File: src/rtl/counter_pkg.sv
// Shared definitions for the up/down counter family: direction encoding,
// terminal-value helper and load clamping.
package counter_pkg;

   localparam logic DIR_UP    = 1'b1;
   localparam logic DIR_DOWN  = 1'b0;
   localparam int   MAX_WIDTH = 32;

   // Highest count value of a modulo-MODULUS counter; timers and prescalers reuse this.
   function automatic logic [MAX_WIDTH-1:0] term_value(input longint modulus);
      longint t;
      t = modulus - 64'sd1;
      return t[MAX_WIDTH-1:0];
   endfunction

   function automatic logic [MAX_WIDTH-1:0] clamp_load(input logic [MAX_WIDTH-1:0] d,
                                                       input longint            modulus);
      longint d_ext;
      d_ext = longint'({32'h0000_0000, d});
      if (d_ext >= modulus) begin
         return term_value(modulus);
      end else begin
         return d;
      end
   endfunction

endpackage

File: src/rtl/updown_step.sv
// One count step of a modulo-MODULUS up/down counter: next value and terminal flag.
// COUNTER_SATURATE_EN selects saturation at the limits instead of wrapping.
module updown_step
   import counter_pkg::*;
#(
   parameter int     WIDTH   = 8,
   parameter longint MODULUS = 256
) (
   input  logic [WIDTH-1:0] value,
   input  logic             up,
   output logic [WIDTH-1:0] next,
   output logic             term
);

   localparam logic [WIDTH-1:0] TERM_VAL = WIDTH'(term_value(MODULUS));
   localparam logic [WIDTH-1:0] ZERO_VAL = {WIDTH{1'b0}};
   localparam bit               FULL     = (MODULUS == (64'sd1 <<< WIDTH));

`ifdef COUNTER_SATURATE_EN
   localparam logic [WIDTH-1:0] TOP_NEXT = TERM_VAL;
   localparam logic [WIDTH-1:0] BOT_NEXT = ZERO_VAL;
`else
   localparam logic [WIDTH-1:0] TOP_NEXT = ZERO_VAL;
   localparam logic [WIDTH-1:0] BOT_NEXT = TERM_VAL;
`endif

   logic [WIDTH:0] inc_s;
   logic [WIDTH:0] dec_s;
   logic           at_top_s;
   logic           at_bot_s;

   assign inc_s = {1'b0, value} + {{WIDTH{1'b0}}, 1'b1};
   assign dec_s = {1'b0, value} - {{WIDTH{1'b0}}, 1'b1};

   // A full-range counter detects its limits from the natural carry/borrow bit.
   assign at_top_s = FULL ? inc_s[WIDTH] : (value == TERM_VAL);
   assign at_bot_s = FULL ? dec_s[WIDTH] : (value == ZERO_VAL);

   // Direction-dependent step with limit handling.
   always_comb begin
      next = value;
      term = 1'b0;
      case (up)
         DIR_UP: begin
            term = at_top_s;
            if (at_top_s) begin
               next = TOP_NEXT;
            end else begin
               next = inc_s[WIDTH-1:0];
            end
         end
         DIR_DOWN: begin
            term = at_bot_s;
            if (at_bot_s) begin
               next = BOT_NEXT;
            end else begin
               next = dec_s[WIDTH-1:0];
            end
         end
         default: begin
            next = value;
            term = 1'b0;
         end
      endcase
   end

endmodule

File: src/rtl/updown_counter.sv
// N-bit modulo-M up/down counter with enable, synchronous load/reset and
// cascadable terminal-count output. Optional macro: COUNTER_SATURATE_EN.
module updown_counter
   import counter_pkg::*;
#(
   parameter int     WIDTH     = 8,
   parameter longint MODULUS   = 256,
   parameter longint RESET_VAL = 0
) (
   input  logic             CLK,
   input  logic             RESETN,
   input  logic             CE,
   input  logic             UP,
   input  logic             LOAD,
   input  logic [WIDTH-1:0] D,
   output logic [WIDTH-1:0] O,
   output logic             COUT,
   output logic             ZERO
);

   if (WIDTH < 2 || WIDTH > MAX_WIDTH) begin : g_bad_width
      $error("updown_counter: WIDTH must be in 2..32");
   end
   if (MODULUS < 64'sd2 || MODULUS > (64'sd1 <<< WIDTH)) begin : g_bad_modulus
      $error("updown_counter: MODULUS must be in 2..2**WIDTH");
   end
   if (RESET_VAL < 64'sd0 || RESET_VAL >= MODULUS) begin : g_bad_reset
      $error("updown_counter: RESET_VAL must be below MODULUS");
   end

   localparam logic [WIDTH-1:0] RST_VAL = WIDTH'(RESET_VAL);

   logic [WIDTH-1:0] o_r;
   logic             zero_r;
   logic [WIDTH-1:0] next_s;
   logic [WIDTH-1:0] step_s;
   logic [WIDTH-1:0] load_s;
   logic             term_s;

   assign load_s = WIDTH'(clamp_load(MAX_WIDTH'(D), MODULUS));

   updown_step #(
      .WIDTH   (WIDTH),
      .MODULUS (MODULUS)
   ) u_step (
      .value (o_r),
      .up    (UP),
      .next  (step_s),
      .term  (term_s)
   );

   // Load beats count beats hold; reset is applied in the register below.
   always_comb begin
      next_s = o_r;
      if (LOAD) begin
         next_s = load_s;
      end else if (CE) begin
         next_s = step_s;
      end else begin
         next_s = o_r;
      end
   end

   // Count register and ZERO flag, both taken from the same next value.
   always_ff @(posedge CLK) begin
      if (!RESETN) begin
         o_r    <= RST_VAL;
         zero_r <= (RST_VAL == {WIDTH{1'b0}});
      end else begin
         o_r    <= next_s;
         zero_r <= (next_s == {WIDTH{1'b0}});
      end
   end

   assign O    = o_r;
   assign ZERO = zero_r;
   assign COUT = RESETN & CE & ~LOAD & term_s;

endmodule
File: config.mk
export PLATFORM = sky130hd
export DESIGN_NAME = updown_counter
export DESIGN_NICKNAME = d
export VERILOG_FILES = /design/src/rtl/counter_pkg.sv /design/src/rtl/updown_step.sv /design/src/rtl/updown_counter.sv
export SDC_FILE = /design/constraint.sdc
export NUM_CORES = 1
export LEC_CHECK = 0
export CORE_MARGIN = 2
export CORE_UTILIZATION = 45
export DETAILED_ROUTE_END_ITERATION = 16
export GPL_TIMING_DRIVEN = 1
export PLACE_DENSITY_LB_ADDON = 0.12
export SETUP_SLACK_MARGIN = 0.02
export SLEW_MARGIN = 25
export SYNTH_ARGS = -nofsm -noshare
export SYNTH_HDL_FRONTEND = slang
export SYNTH_SLANG_ARGS = --single-unit
File: constraint.sdc
create_clock -name CLK -period 4.2 [get_ports CLK]
set_input_delay 0.42 -clock CLK [delete_from_list [all_inputs] [get_ports CLK]]
set_output_delay 0.42 -clock CLK [all_outputs]
set_load 0.05 [all_outputs]
==> summary.md, run 1 <==
| Metric | Value |
|---|---|
| Area Growth Syn to Fin | `20.11%` |
| Rel. slew slack | `between 50% and 60%` |
| Post-synth net total | `approximately 130` |
| Input/output buffers | `22` |
| Async SR Flop Fraction | `0%` |
| Avg Cell Area, Syn | `7.857 um2` |
| Synthesized cell area | `927.1 um2` |
| Reg power frac | `around 37%` |
| Reg2reg setup slack | `between 1.5 and 2 ns` |
| Fin cells | `159` |
| Number of max-cap violations | `0` |
| CTS tree | `yes` |
| Clk_skew | `around 0.0031 ns` |
| Routability cong. | `between 0.8 and 0.9` |
| Cts repair resizes | `0` |
| # IOs | `23` |
| Pint | `about 0.00018 W` |
| DIE HEIGHT | `49.39 um` |
| Nets | `about 150` |
| Least-Margin Pin Slew | `0.6461 ns` |
| Inst Count DP | `155` |
| # rows | `16` |
| Switching Share | `38.82%` |
| Most frequent cell after synthesis | `dfxtp_1` |
| Top cells by area, synth | `dfxtp_1 (19%), buf_6 (4.9%), nand3_1 (4.3%)` |
| Drt pass-1 iters | `4` |
| Crit-path max cell delay | `0.81 ns` |
| Synth Flop Type | `dfxtp_1` |
| Routed wire per std cell | `14.94 um` |
| Overall global routing resource usage | `~22%` |
| Psw | `0.0001141 W` |
| Clock transition at path regs | `around 0.060 ns` |
| Max Slew Vio Count | `0` |
| Layout cells sized above 1 | `under 10%` |
| Worst-case vdd ir drop | `around 170 uV` |
| Antenna violations before repair | `0` |
| Critical path arrival | `between 2 and 3 ns` |
| Post-synth cell types | `50` |
| Cell taking the most area after synthesis | `dfxtp_1` |
| 1st-iter DRT viols | `26` |
| Worst Path Buf+Inv | `1` |
| GR Layer Usage met3 | `under 10%` |
| Worst Hold End | `O[6]` |
| Final WL | `between 2000 and 2500 um` |
| R2r endpoint | `ZERO` |
| H-tree levels | `1` |
| Outcome | `completed` |
| Worst hold path class | `reg -> reg` |
| Final Cycle Share | `between 70% and 80%` |
| Cts hold-fix bufs | `0` |
| Diodes inserted | `0` |
| Die X | `slightly below 50 um` |
| Pre-CTS setup slack | `about 1.2 ns` |
| FF-to-FF path depth | `5` |
| Clock Power Share | `between 20% and 30%` |
| GRT overflow | `0` |
| Tmin final | `about 3.2 ns` |
| M1 GR Usage | `a little under a third` |
| Fmax | `approximately 0.32 GHz` |
| Final Worst Setup Slack | `1.047 ns` |
| Hold slack | `0.7017 ns` |
| Synth Instances | `approximately 120` |
| Flops & latches, synth | `9` |
| Post-CTS Setup Repair Bufs | `0` |
| Setup_tns | `0 ns` |
| Synth top area share | `slightly below 20%` |
| CP max stage cell | `clkdlybuf4s50_1` |
| Worst Setup End Kind | `output pin` |
| Die area | `approximately 2400 um2` |
| Met2 Use GR | `34.23%` |
| CTS Buf Count | `3` |
| Delay-heaviest family, CP | `simple AND/OR/NAND/NOR gates` |
| Sequential-to-total area share from yosys stat | `between 10% and 20%` |
| CP cell instances | `or3_2 -> or4_1 -> a21oi_1 -> clkdlybuf4s50_1` |
| Sink Count | `9` |
| Syn. warnings | `0` |
| Setup-failing EPs final | `0` |
| Hold depth | `2` |
| Initial core utilization | `47.26%` |
| Final Hold Fails | `0` |
| CP required | `approximately 3.8 ns` |
| Startpoint types | `flip-flop` |
| DR vias | `around 930` |
| Post-synth EDFFs | `0` |
| Reg2reg start | `O[5]` |
| First-pass GRT wire length | `4119 um` |
| Maximum buffer depth of the clock tree | `2` |
| HPWL Detailed | `between 1500 and 2000 um` |
| CTS root buf | `clkbuf_4` |
| Synth top cells by count | `dfxtp_1 (9), nand3_1 (8), inv_1 (7), nand2_1 (7), nor2_1 (6)` |
| Leakage | `just over 0.4 nW` |
| Critical path class | `reg -> out` |
| Layer with the highest usage | `met2` |
| CP max FO | `11` |
| PD cells | `around 260 nW/um2` |
| Insertion delay to the later sink of the worst-skew pair | `between 0.2 and 0.3 ns` |
| Vias in the first global route | `880` |
| Via density | `approximately 5.8` |
| Min-Delay Startpoint | `O[6]` |
| Largest net degree at the start of global routing | `19` |
| # DRC | `0` |
| Filler cells | `between 200 and 250` |
| RSZ-0062 raised after global routing | `false` |
| Number of routed nets with antenna violations | `0` |
| Combinational power share | `about two fifths` |
| Core footprint | `1962 um2` |
state kept, by name, summed over array words and instances, names as in the netlist:
register and cells:
O 8, ZERO 1
area by class of cell:
| cell class | count | area (um2) | share of cell area [%] |
|---|---|---|---|
| clock buffer | 4 | 26.28 | 2.360 |
| timing repair buffer | 23 | 227.7 | 20.45 |
| tap | 27 | 33.78 | 3.034 |
| sequential | 9 | 180.2 | 16.18 |
| multi-input combinational | 89 | 619.3 | 55.62 |
| inverter | 7 | 26.28 | 2.360 |
cells by family (layout without fill, tap and decap cells):
family	Yosys count	count (layout)	share of synthesized area, %
xor+xnor	3	3	2.835
compound gates	33	33	29.29
flops	9	9	19.43
buf+inv	20	34	13.76
fa+ha+maj	2	2	2.699
mux	1	1	1.080
simple gates	50	50	30.91
cell usage in the layout (no fill, tap or decap), types with 3 or more instances in the layout:
cell type and count:
a21oi_1 5, dfxtp_1 9, clkdlybuf4s50_1 22, a221oi_1 3, nor2b_1 3, nand2_1 7
o31ai_1 3, nor3_1 4, clkbuf_4 3, or3_1 3, nand3_1 8, o21ai_0 4
nor2_1 6, inv_1 7
stage by stage:
stage	cell area [um2]	total power [W]	utilization, %
after floorplan	927.1	0.0001981	-
after global placement	1087	0.0002288	55.42
after detailed placement	1087	0.0002294	55.42
after CTS	1114	0.0002963	56.76
after global routing	1114	0.0003137	56.76
final	1114	0.0002940	56.76
routing by layer:
| metal | part of all wire [%] | vias up |
|---|---|---|
| met5 | 0 | - |
| met4 | 0 | 0 |
| met3 | 5.2 | 0 |
| met2 | 46 | 30 |
| met1 | 48 | 429 |
| li1 | - | 469 |
power groups by stage:
stage           clock, W  combinational [W]  sequential [W]
2_1_floorplan          0          0.0000759        0.000122
3_3_place_gp           0           0.000118        0.000111
3_5_place_dp           0           0.000118        0.000112
4_1_cts        0.0000682           0.000119        0.000110
5_1_grt        0.0000739           0.000128        0.000112
6_report       0.0000660           0.000118        0.000110
worst reg2reg max path: stages, from the launching register on:
cell and delay (ns):
dfxtp_1 0.42, or4_1 0.56, or4_4 0.51, a2111oi_4 0.41, o22ai_1 0.15, o41ai_2 0.23
how the worst max path moves through the flow:
stage          from  endpoint  slack (ns)  depth (start not counted)
2_1_floorplan  O[4]      COUT        1.17                          5
3_3_place_gp     UP      COUT        1.21                          4
3_5_place_dp     UP      COUT        1.18                          4
4_1_cts        O[4]      COUT        1.05                          4
5_1_grt        O[3]      COUT        0.94                          4
6_report       O[3]      COUT        1.05                          4
Note: power is estimated with default switching activity, not from simulation.
==> inputs of run 2 (changes only) <==
==> constraint.sdc (replaced) <==
create_clock -name CLK -period 3 [get_ports CLK]
set_input_delay 0.3 -clock CLK [delete_from_list [all_inputs] [get_ports CLK]]
set_output_delay 0.3 -clock CLK [all_outputs]
set_load 0.05 [all_outputs]
==> run 2 against run 1 <==
Compared with the run above:
- count of clock-buffer cells in the layout down 1
- non-clock buffer count grew 2
- power grew 43%
- flip-flop and latch count stayed put
- routed wire length up 6.1%
- clock power up 48%
- register-to-register slack got worse by 1.2 ns
- combinational power increased by 42%
- die area did not move
- worst hold slack got worse by 0.065 ns
- sequential share of layout area fell by 0.20 points
- critical path type unchanged
- largest cell class unchanged
- highest routed layer is now met4
==> summary.md, run 2 (synthesis results as in run 1) <==
| Metric | Value |
|---|---|
| Routability cong. | `~0.9` |
| Fmax | `0.4031 GHz` |
| Critical path arrival | `about 2.2 ns` |
| Clk_skew | `0.001142 ns` |
| Layout cells sized above 1 | `between 10% and 20%` |
| Reg2reg start | `O[5]` |
| Vias in the first global route | `919` |
| Routed wire per std cell | `around 16 um` |
| Cts repair resizes | `0` |
| Least-Margin Pin Slew | `between 0.6 and 0.7 ns` |
| DR vias | `just under 1000` |
| Cts hold-fix bufs | `0` |
| # DRC | `0` |
| Input/output buffers | `22` |
| CTS tree | `yes` |
| R2r endpoint | `ZERO` |
| Worst Hold End | `O[0]` |
| RSZ-0062 raised after global routing | `false` |
| Via density | `6.025` |
| Min-Delay Startpoint | `D[0]` |
| Area Growth Syn to Fin | `21.59%` |
| Hold depth | `3` |
| Commonest non-fill, non-tap cell in the layout | `clkdlybuf4s50_1` |
| CP max FO | `11` |
| Antenna violations before repair | `0` |
| Sink Count | `9` |
| First-pass GRT wire length | `4140 um` |
| Leakage | `~0.43 nW` |
| Drt pass-1 iters | `4` |
| Overall global routing resource usage | `between 20% and 30%` |
| Post-CTS Setup Repair Bufs | `0` |
| Worst-case vdd ir drop | `265.0 uV` |
| Inst Count DP | `157` |
| Max Slew Vio Count | `0` |
| Most frequent cells in the layout | `clkdlybuf4s50_1 (21), dfxtp_1 (9), nand3_1 (8), inv_1 (7), nand2_1 (7)` |
| Final WL | `about 2500 um` |
| Setup_tns | `0 ns` |
| Worst Setup End Kind | `output pin` |
| Fin cells | `around 160` |
| CP required | `between 2 and 3 ns` |
| Worst hold path class | `in -> reg` |
| Tmin final | `roughly 2.5 ns` |
| Insertion delay to the later sink of the worst-skew pair | `~0.27 ns` |
| Startpoint types | `flip-flop` |
| Largest net degree at the start of global routing | `13` |
| Reg2reg setup slack | `0.67 ns` |
| Crit path launch | `O[3]` |
| Number of max-cap violations | `0` |
| GRT overflow | `0` |
| H-tree levels | `1` |
| CTS root buf | `clkbuf_4` |
| Diodes inserted | `0` |
| Setup-failing EPs final | `0` |
| Nets | `150` |
| Die X | `49.39 um` |
| Die area | `~2400 um2` |
| Maximum buffer depth of the clock tree | `2` |
| Core footprint | `slightly below 2000 um2` |
| # IOs | `23` |
| Initial core utilization | `a little under half` |
| HPWL Detailed | `about 1900 um` |
| CTS Buf Count | `3` |
| Max reg flops | `8` |
| 1st-iter DRT viols | `18` |
| Rel. slew slack | `between 50 and 60%` |
| Clock transition at path regs | `~0.070 ns` |
| PD cells | `about 370 nW/um2` |
| DIE HEIGHT | `just under 50 um` |
| Number of routed nets with antenna violations | `0` |
| # rows | `16` |
| Final Hold Fails | `0` |
| FF-to-FF path depth | `5` |
| Critical path class | `reg -> out` |
| Outcome | `completed` |
| Final Cycle Share | `a little over 80%` |
| Power Total | `about 0.00042 W` |
-- run 2: changes by cell type in the layout (fill, tap and decap cells not counted) --
cell             previous run  this run
clkinv_2                    0         1
clkdlybuf4s50_1            22        21
clkbuf_1                    1         0
buf_4                       1         4
-- run 2: cell type report --
class / instances / area [um2]
repair buffers: 25 / 240.2
well taps: 27 / 33.78
flip-flops and latches: 9 / 180.2
inverters: 7 / 26.28
fillers: 203 / 834.6
multi-input cells: 89 / 619.3
clock inverters: 1 / 5.005
clock buffers: 3 / 22.52
-- run 2: metrics by stage --
stage / util, % / worst slack [ns] / instance area [um2] / hold WS [ns]
floorplan: - / 0.09450 / 927.1 / 0.4516
global placement: 56.06 / 0.6906 / 1100 / 0.6957
detailed placement: 56.06 / 0.6701 / 1100 / 0.6969
CTS: 57.46 / 0.5259 / 1127 / 0.6452
global route: 57.46 / 0.4420 / 1127 / 0.6430
finish: 57.46 / 0.5193 / 1127 / 0.6365
-- run 2: power breakdown --
part	switching, W	total (W)	internal (W)
combinational	0.0000945	0.000168	0.0000731
clock	0.0000484	0.0000977	0.0000494
sequential	0.0000262	0.000155	0.000129
total	0.000169	0.000421	0.000252
-- run 2: worst max-delay path, stage by stage, from the launching register on --
cell     delay [ns]
dfxtp_1        0.43
or3_2          0.56
or4_1          0.52
a21oi_1        0.18
buf_4          0.22
-- run 2: how the worst max path moves through the flow --
stage | slack [ns] | endpoint
2_1_floorplan | 0.09 | COUT
3_3_place_gp | 0.69 | ZERO
3_5_place_dp | 0.67 | ZERO
4_1_cts | 0.53 | COUT
5_1_grt | 0.44 | COUT
6_report | 0.52 | COUT
-- run 2: layer usage --
metal / vias to the layer above / global-route usage (%) / wire length, um
li1: 473 / - / -
met1: 447 / 29.53 / 1093
met2: 46 / 33.33 / 1161
met3: 4 / 6.135 / 232
met4: 0 / 5.556 / 34
met5: - / 0 / 0
==> inputs of run 3 (changes only) <==
==> constraint.sdc (replaced) <==
create_clock -name CLK -period 2.5 [get_ports CLK]
set_input_delay 0.25 -clock CLK [delete_from_list [all_inputs] [get_ports CLK]]
set_output_delay 0.25 -clock CLK [all_outputs]
set_load 0.05 [all_outputs]
==> run 3 against run 2 <==
Compared with the run above:
- die area did not move
- cell area rose by 4.7%
- combinational power rose by 34%
- clock skew fell by 0.00051 ns
- critical path depth did not move
- first-iteration DRC count rose by 110%
- sequential power rose by 12%
- flip-flop and latch count did not move
- worst hold slack got worse by 0.065 ns
- via count rose by 4.4%
- setup slack got worse by 0.44 ns
- critical endpoint unchanged
- largest cell class unchanged
- highest routed layer unchanged
==> summary.md, run 3 (synthesis results as in run 1) <==
| Metric | Value |
|---|---|
| Critical path class | `reg -> out` |
| Post-CTS Setup Repair Bufs | `0` |
| GRT overflow | `0` |
| Routability cong. | `about 0.9` |
| Switching Share | `39.78%` |
| H-tree levels | `1` |
| Max Slew Vio Count | `0` |
| # DRC | `0` |
| Final Hold Fails | `0` |
| Sequential cell area | `180.2 um2` |
| Diodes inserted | `0` |
| PD cells | `438.9 nW/um2` |
| Die X | `49.39 um` |
| Clock transition at path regs | `roughly 0.06 ns` |
| Nets | `154` |
| Combinational power share | `43.5%` |
| Inst Count DP | `roughly 160` |
| Hold slack | `between 0.5 and 0.6 ns` |
| Cts repair resizes | `0` |
| Max reg flops | `8` |
| CTS root buf | `clkbuf_4` |
| Number of routed nets with antenna violations | `0` |
| CP required | `about 2.3 ns` |
| Via density | `6.139` |
| Psw | `0.0002060 W` |
| # rows | `16` |
| Die area | `2439 um2` |
| First-pass GRT wire length | `~4200 um` |
| Initial core utilization | `between 40% and 50%` |
| Setup_tns | `0 ns` |
| DIE HEIGHT | `49.39 um` |
| CP max stage cell | `or4_1` |
| Cts hold-fix bufs | `0` |
| Outcome | `completed` |
| Least-Margin Pin Slew | `between 0.6 and 0.7 ns` |
| Design Area, Final | `~1200 um2` |
| Fin cells | `~170` |
| Drt pass-1 iters | `4` |
| Most frequent cells in the layout | `clkdlybuf4s50_1 (21), dfxtp_1 (9), nand3_1 (8)` |
| DP Area | `around 1200 um2` |
| Worst-case vdd ir drop | `~240 uV` |
| Hold depth | `3` |
| Fmax | `between 0.4 and 0.5 GHz` |
| Rel. slew slack | `between 50% and 60%` |
| Maximum buffer depth of the clock tree | `2` |
| Insertion delay to the later sink of the worst-skew pair | `0.27 ns` |
| Commonest non-fill, non-tap cell in the layout | `clkdlybuf4s50_1` |
| Reg power frac | `33.7%` |
| Worst Setup End Kind | `output pin` |
| Final WL | `approximately 2700 um` |
| CTS Buf Count | `3` |
| Fin util | `roughly three fifths` |
| Input/output buffers | `22` |
| CTS tree | `yes` |
| CP max FO | `11` |
| # IOs | `23` |
| Routed wire per std cell | `around 16 um` |
| Critical path arrival | `approximately 2.2 ns` |
| Area Growth Syn to Fin | `27.26%` |
| Leakage | `between 0.4 and 0.5 nW` |
| Clk_skew | `~0.00063 ns` |
| Pint | `between 0.0003 and 0.0004 W` |
| Overall global routing resource usage | `between 20 and 25%` |
| Largest net degree at the start of global routing | `13` |
| Vias in the first global route | `955` |
| Area of the multi-input gates | `630.6 um2` |
| Layout cells sized above 1 | `roughly 15%` |
| FF-to-FF path depth | `5` |
| Tmin final | `roughly 2.4 ns` |
| Startpoint types | `flip-flop` |
| Worst hold path class | `in -> reg` |
| Critical path depth | `4` |
| Crit-path max cell delay | `0.57 ns` |
| Final Cycle Share | `96.70%` |
| HPWL Detailed | `2022 um` |
| Setup-failing EPs final | `0` |
| Sink Count | `9` |
| 1st-iter DRT viols | `38` |
| Clock Power Share | `between 20% and 30%` |
| DR vias | `~1000` |
| Antenna violations before repair | `0` |
| Number of max-cap violations | `0` |
| Delay-heaviest family, CP | `simple AND/OR/NAND/NOR gates` |
| RSZ-0062 raised after global routing | `false` |
| Filler cells | `roughly 200` |
| Core footprint | `1962 um2` |
| CP cell instances | `or3_2 -> or4_1 -> a21oi_4 -> buf_12` |
| Worst Path Buf+Inv | `1` |
-- run 3: cell count changes in the layout (fill, tap and decap cells not counted) --
cell / before / now
a21oi_4: 0 / 1
buf_4: 4 / 7
clkbuf_1: 0 / 1
buf_12: 0 / 1
clkinv_2: 1 / 0
a21oi_1: 5 / 4
-- run 3: final cells by class --
type                    count  share of cell area [%]
well taps                  27                   2.863
repair buffers             29                   23.97
clock buffers               4                   2.227
multi-input cells          89                   53.45
flip-flops and latches      9                   15.27
inverters                   7                   2.227
-- run 3: worst reg2reg max path: cells and delay by family (launching register included) --
kind | cells | cell delay [ns]
DFF | 1 | 0.42
and+or+nand+nor | 2 | 1.08
AOI/OAI and AO/OA | 3 | 0.78
-- run 3: path summary, 6_finish.rpt --
kind / startpoint / to / slack (ns)
max: O[3] / COUT / 0.08
min: D[0] / O[0] / 0.57
max reg2reg: O[3] / ZERO / 0.13
min reg2reg: O[6] / O[6] / 0.71
-- run 3: metal layers --
layer / track usage, % / vias up / share of wire [%] / routed length, um
li1: - / 480 / - / -
met3: 3.681 / 7 / 7.6 / 202
met1: 29.78 / 478 / 42 / 1129
met5: 0 / - / 0 / 0
met2: 36.49 / 48 / 49 / 1304
met4: 8.796 / 0 / 1.4 / 38
-- run 3: metrics by stage --
stage | power, W | setup WS, ns
2_1_floorplan | 0.0003339 | 0.01413
3_3_place_gp | 0.0003974 | 0.2036
3_5_place_dp | 0.0003993 | 0.1634
4_1_cts | 0.0005166 | 0.1012
5_1_grt | 0.0005460 | 0.04945
6_report | 0.0005178 | 0.08245
-- run 3: power groups by stage --
stage	combinational [W]	clock, W	sequential, W
finish	0.000225	0.000118	0.000174
global route	0.000240	0.000129	0.000176
CTS	0.000224	0.000119	0.000173
detailed placement	0.000223	0	0.000177
global placement	0.000220	0	0.000177
floorplan	0.000129	0	0.000205
